$ cat config.mk
export PLATFORM = sky130hd
export DESIGN_NAME = mc_main_fsm
export DESIGN_NICKNAME = d
export VERILOG_FILES = /design/src/rtl/mc_main_fsm.sv
export SDC_FILE = /design/constraint.sdc
export NUM_CORES = 1
export LEC_CHECK = 0
export BUFFER_PORTS_ARGS = -buffer_cell sky130_fd_sc_hd__buf_2
export CAP_MARGIN = 30
export CORE_MARGIN = 1.5
export CORE_UTILIZATION = 54
export DETAILED_ROUTE_END_ITERATION = 7
export GPL_ROUTABILITY_DRIVEN = 1
export PLACE_DENSITY = 0.84
export SKIP_CTS_REPAIR_TIMING = 1
export SLEW_MARGIN = 5
export SYNTH_ARGS = -nofsm -noshare
export SYNTH_HDL_FRONTEND = slang
export SYNTH_SLANG_ARGS = --single-unit
$ cat constraint.sdc
create_clock -name clk -period 3.6 [get_ports clk]
set_input_delay 0.36 -clock clk [delete_from_list [all_inputs] [get_ports clk]]
set_output_delay 0.36 -clock clk [all_outputs]
set_load 0.005 [all_outputs]
$ cat src/rtl/mc_main_fsm.sv
// mc_main_fsm: multicycle RV32I main control FSM.
// Drives datapath selects/enables, counts retired instructions and flags bad opcodes.
module mc_main_fsm (
    input  logic        clk,
    input  logic        reset,
    input  logic [6:0]  op,
    input  logic        zero,
    output logic        pc_write,
    output logic        adr_src,
    output logic        mem_write,
    output logic        ir_write,
    output logic [1:0]  result_src,
    output logic [1:0]  alu_src_a,
    output logic [1:0]  alu_src_b,
    output logic [1:0]  alu_op,
    output logic [1:0]  imm_src,
    output logic        reg_write,
    output logic        illegal,
    output logic [31:0] instret
);
    typedef enum logic [3:0] {
        S_FETCH, S_DECODE, S_MEMADR, S_MEMREAD, S_MEMWB, S_MEMWRITE,
        S_EXECR, S_EXECI, S_ALUWB, S_JAL, S_BEQ
    } state_t;

    localparam logic [6:0] OP_LW = 7'b0000011;
    localparam logic [6:0] OP_SW = 7'b0100011;
    localparam logic [6:0] OP_R  = 7'b0110011;
    localparam logic [6:0] OP_I  = 7'b0010011;
    localparam logic [6:0] OP_JAL = 7'b1101111;
    localparam logic [6:0] OP_BEQ = 7'b1100011;

    state_t r_state, w_next;
    logic   r_dummy_unused;
    logic   w_pc_update, w_branch, w_ir_write, w_mem_write, w_reg_write, w_op_legal;

    assign r_dummy_unused = 1'b0;

    always_ff @(posedge clk or posedge reset) begin
        if (reset) r_state <= S_FETCH;
        else r_state <= w_next;
    end

    // Only instructions that reach their final step retire; illegal Decode->Fetch does not.
    always_ff @(posedge clk or posedge reset) begin
        if (reset) instret <= 32'd0;
        else if (r_state inside {S_MEMWB, S_MEMWRITE, S_ALUWB, S_BEQ}) instret <= instret + 32'd1;
    end

    assign w_op_legal = op inside {OP_LW, OP_SW, OP_R, OP_I, OP_JAL, OP_BEQ};

    always_comb begin
        w_next = S_FETCH;
        case (r_state)
            S_FETCH:  w_next = S_DECODE;
            S_DECODE: w_next = (op == OP_LW || op == OP_SW) ? S_MEMADR :
                               (op == OP_R)   ? S_EXECR :
                               (op == OP_I)   ? S_EXECI :
                               (op == OP_JAL) ? S_JAL   :
                               (op == OP_BEQ) ? S_BEQ   : S_FETCH;
            S_MEMADR:  w_next = (op == OP_LW) ? S_MEMREAD : S_MEMWRITE;
            S_MEMREAD: w_next = S_MEMWB;
            S_EXECR, S_EXECI, S_JAL: w_next = S_ALUWB;
            default:   w_next = S_FETCH;
        endcase
    end

    always_comb begin
        w_pc_update = 1'b0;
        w_branch    = 1'b0;
        w_ir_write  = 1'b0;
        w_mem_write = 1'b0;
        w_reg_write = 1'b0;
        adr_src     = 1'b0;
        result_src  = 2'b00;
        alu_src_a   = 2'b00;
        alu_src_b   = 2'b00;
        alu_op      = 2'b00;
        case (r_state)
            S_FETCH: begin
                w_ir_write = 1'b1; alu_src_b = 2'b10; result_src = 2'b10; w_pc_update = 1'b1;
            end
            S_DECODE:   begin alu_src_a = 2'b01; alu_src_b = 2'b01; end
            S_MEMADR:   begin alu_src_a = 2'b10; alu_src_b = 2'b01; end
            S_MEMREAD:  adr_src = 1'b1;
            S_MEMWB:    begin result_src = 2'b01; w_reg_write = 1'b1; end
            S_MEMWRITE: begin adr_src = 1'b1; w_mem_write = 1'b1; end
            S_EXECR:    begin alu_src_a = 2'b10; alu_op = 2'b10; end
            S_EXECI:    begin alu_src_a = 2'b10; alu_src_b = 2'b01; alu_op = 2'b10; end
            S_ALUWB:    w_reg_write = 1'b1;
            S_JAL:      begin alu_src_a = 2'b01; alu_src_b = 2'b10; w_pc_update = 1'b1; end
            S_BEQ:      begin alu_src_a = 2'b10; alu_op = 2'b01; w_branch = 1'b1; end
            default:    ;
        endcase
    end

    // Reset holds state at Fetch asynchronously, so only the enables need masking.
    assign pc_write  = ~reset & (w_pc_update | (w_branch & zero));
    assign ir_write  = ~reset & w_ir_write;
    assign mem_write = ~reset & w_mem_write;
    assign reg_write = ~reset & w_reg_write;
    assign illegal   = ~reset & (r_state == S_DECODE) & ~w_op_legal;

    assign imm_src = (op == OP_SW)  ? 2'b01 :
                     (op == OP_BEQ) ? 2'b10 :
                     (op == OP_JAL) ? 2'b11 : 2'b00;
endmodule

==> run metrics <==
Critical Path End Type primary output; part of the power in registers ~57%; Routability Congestion 0.792; Leak Pwr between 1 and 1.5 nW; Ports 58; initial antenna violation count 0; syn avg cell area around 10 um^2; Root Driver clkbuf_4; Final Core Density 66.9%; critical path launch point r_state[1]$_DFF_PP0_; drt initial violations 79; sequential share of the synthesized area 48.9%; row count 21; post-synthesis compound-gate area fraction 5.23%; Logic pwr share 19.6%; worst vdd ir approximately 0.21 mV; Cell variety after synth 34; die height 61.4 um; status completed; fin nets 253; commonest non-fill, non-tap cell in the layout buf_2; Final Setup Violations 0; mux contribution to synthesized area 0.611%; CP endpoint pc_write; origin of the critical flop-to-flop path r_state[3]$_DFF_PP0_; CP max FO 18; clock share of power between 20% and 30%; buffers added on ports between 50 and 60; Slew Limit Fails 0; Largest stage delay, worst path 570 ps; worst endpoint data arrival time about 1800 ps; pin count of the biggest net entering global routing 38; PwrDens 373 nW/um^2; clk slew on worst S/H paths 100 ps; starting density of the core 55.7%; grt total ovfl 0; Ys Warns 0; largest family of logic cells by synthesized area simple AND/OR/NAND/NOR gates; slew margin rel. 66.8%; Fillers 276; clock skew between 9 and 10 ps; Buf/Inv on CP 1; met1 Track Usage GR 27.2%; crit-path cells or2_2 > a21oi_1 > a21oi_1 > nor3_1 > buf_2; first-pass GRT wire length 5.76 mm; FMAX 0.475 GHz; CP startpoint kind register; Inserted Clock Buffers 5; critical path depth 5; drt pass-1 iters 4; maxcap violations 0; Final min period 2110 ps; XOR/XNOR Fraction of Synth Area 15.7%; R2R Path End instret[18]$_DFFE_PP0P_; fin crit share 58.5%; Yosys reg bits 36; Detailed Place HPWL 2.72 mm; Psw about 0.25 mW; Crit path top cell by count a21oi_1; via count 1576; P_int 0.579 mW; gr busiest metal met2; worst-margin pin slew about 500 ps; WP data required 3240 ps; final wirelength about 3.7 mm; Mapped Nets roughly 190; Synth Area in Simple Gates a little over a quarter; RSZ-0062 raised after global routing false; setup TNS 0 ps; core area 3310 um^2; commonest cells after routing, fill and taps aside buf_2, dfrtp_1, xnor2_1; post-synthesis cell area 1840 um^2; layout cells sized above 1 between 20% and 30%; post-route ant nets 0; detail-routed net length per standard cell 12.9 um; vias in the first global route 1333; routing usage on met2 32.2%; sw frac 29.9%; met3 GRT Util between 5 and 6%; die area 3770 um^2; Synth Instances between 150 and 200; flop2flop setup slack 1650 ps; adder-cell area share of the yosys netlist less than 1%; Hold Crit Class input pin to async pin; area grow syn2layout 20.2%; TritonCTS clock tree done; clk_lat worst skew approximately 330 ps; vias per std cell between 5 and 6; GR Util All Layers just over 20%; clock sink total 36; die width 61.4 um; Clock Path Buffers 2; Fin. Hold Viols 0; H-tree lvl count 2; crit path max-delay cell type dfrtp_1; # DRC 0; antenna diode count 0; top cell family by delay on the critical path flip-flops; critical path class register to primary output; reg2reg path depth 5
==> tightest hold or removal path, delay by kind of cell <==
kind,cells,cell delay [ps]
buffers and inverters,3,550
==> layout make-up <==
class / instances / area (um^2) / share of cell area, %
sequential: 36 / 901 / 40.7
clock inverter: 1 / 5.00 / 0.226
inverter: 3 / 11.3 / 0.508
clock buffer: 6 / 41.3 / 1.86
multi-input combinational: 138 / 907 / 40.9
tap: 46 / 57.6 / 2.60
timing repair buffer: 58 / 293 / 13.2
==> worst min path at each step <==
stage                                       start                 endpoint  slack (ps)
after floorplan           instret[31]$_DFFE_PP0P_  instret[31]$_DFFE_PP0P_         470
after global placement    instret[31]$_DFFE_PP0P_  instret[31]$_DFFE_PP0P_         460
after detailed placement  instret[31]$_DFFE_PP0P_  instret[31]$_DFFE_PP0P_         460
after CTS                                   reset   instret[0]$_DFFE_PP0P_         160
after global routing                        reset  instret[18]$_DFFE_PP0P_         170
final                                       reset   instret[3]$_DFFE_PP0P_         140
==> routing by layer <==
| layer | share of wire [%] | routed length (um) |
|---|---|---|
| met5 | 0 | 0 |
| met4 | 1.7 | 62 |
| met3 | 4.3 | 159 |
| met2 | 49 | 1840 |
| met1 | 45 | 1650 |
==> synth_stat cells <==
library cell  instances  share of area (%)
nor3_1                8                2.2
nor4_1                2               0.68
dfrtp_1              36                 49
o21bai_1              1               0.41
xor2_1                3                1.4
a21oi_1               7                1.9
o2bb2ai_1             1               0.48
nor2_1               13                2.6
and3b_1               1               0.48
a21o_1                1               0.41
and4_1                5                2.4
o32ai_1               1               0.48
or2_2                 2               0.68
mux2_2                1               0.61
clkbuf_1              5                1.0
buf_2                 1               0.27
or3_1                 1               0.34
and2_1                1               0.34
and3_1                5                1.7
or3_4                 1               0.61
o221a_1               1               0.61
nand4_1              10                3.4
or2_4                 1               0.48
nand2_1              10                2.0
nor3b_1               4                1.6
ha_1                  1               0.68
o21a_1                1               0.41
inv_1                 3               0.61
o21ai_0               2               0.54
xnor2_1              30                 14
nand3_1              15                4.1
nor3b_2               1               0.68
nor2b_1               4                1.4
nand2b_1              4                1.4
==> power by group through the flow <==
stage	Clock [mW]	Sequential, mW	Combinational, mW
after floorplan	0	0.454	0.113
after global placement	0	0.474	0.161
after detailed placement	0	0.476	0.163
after CTS	0.199	0.468	0.165
after global routing	0.223	0.474	0.184
final	0.196	0.469	0.162
==> state kept, by name, summed over array words and instances (netlist names) <==
name and count:
instret 32, r_state 4
==> logic make-up after synthesis <==
logic type	Yosys count
AO/OA/AOI/OAI	15
XOR/XNOR	33
buffers and inverters	9
multiplexers	1
AND/OR/NAND/NOR	88
adder cells (fa/ha/maj)	1
flip-flops	36
==> per-stage QoR <==
step	cell area, um^2	instances	setup WS [ps]	power [mW]	hold slack (ps)
after floorplan	1840	183	1770	0.567	468
after global placement	2170	281	1760	0.634	456
after detailed placement	2170	281	1690	0.639	462
after CTS	2220	288	1490	0.831	158
after global routing	2220	288	1400	0.881	170
final	2220	288	1490	0.826	140
No activity file was read; power rests on OpenSTA's default activity.
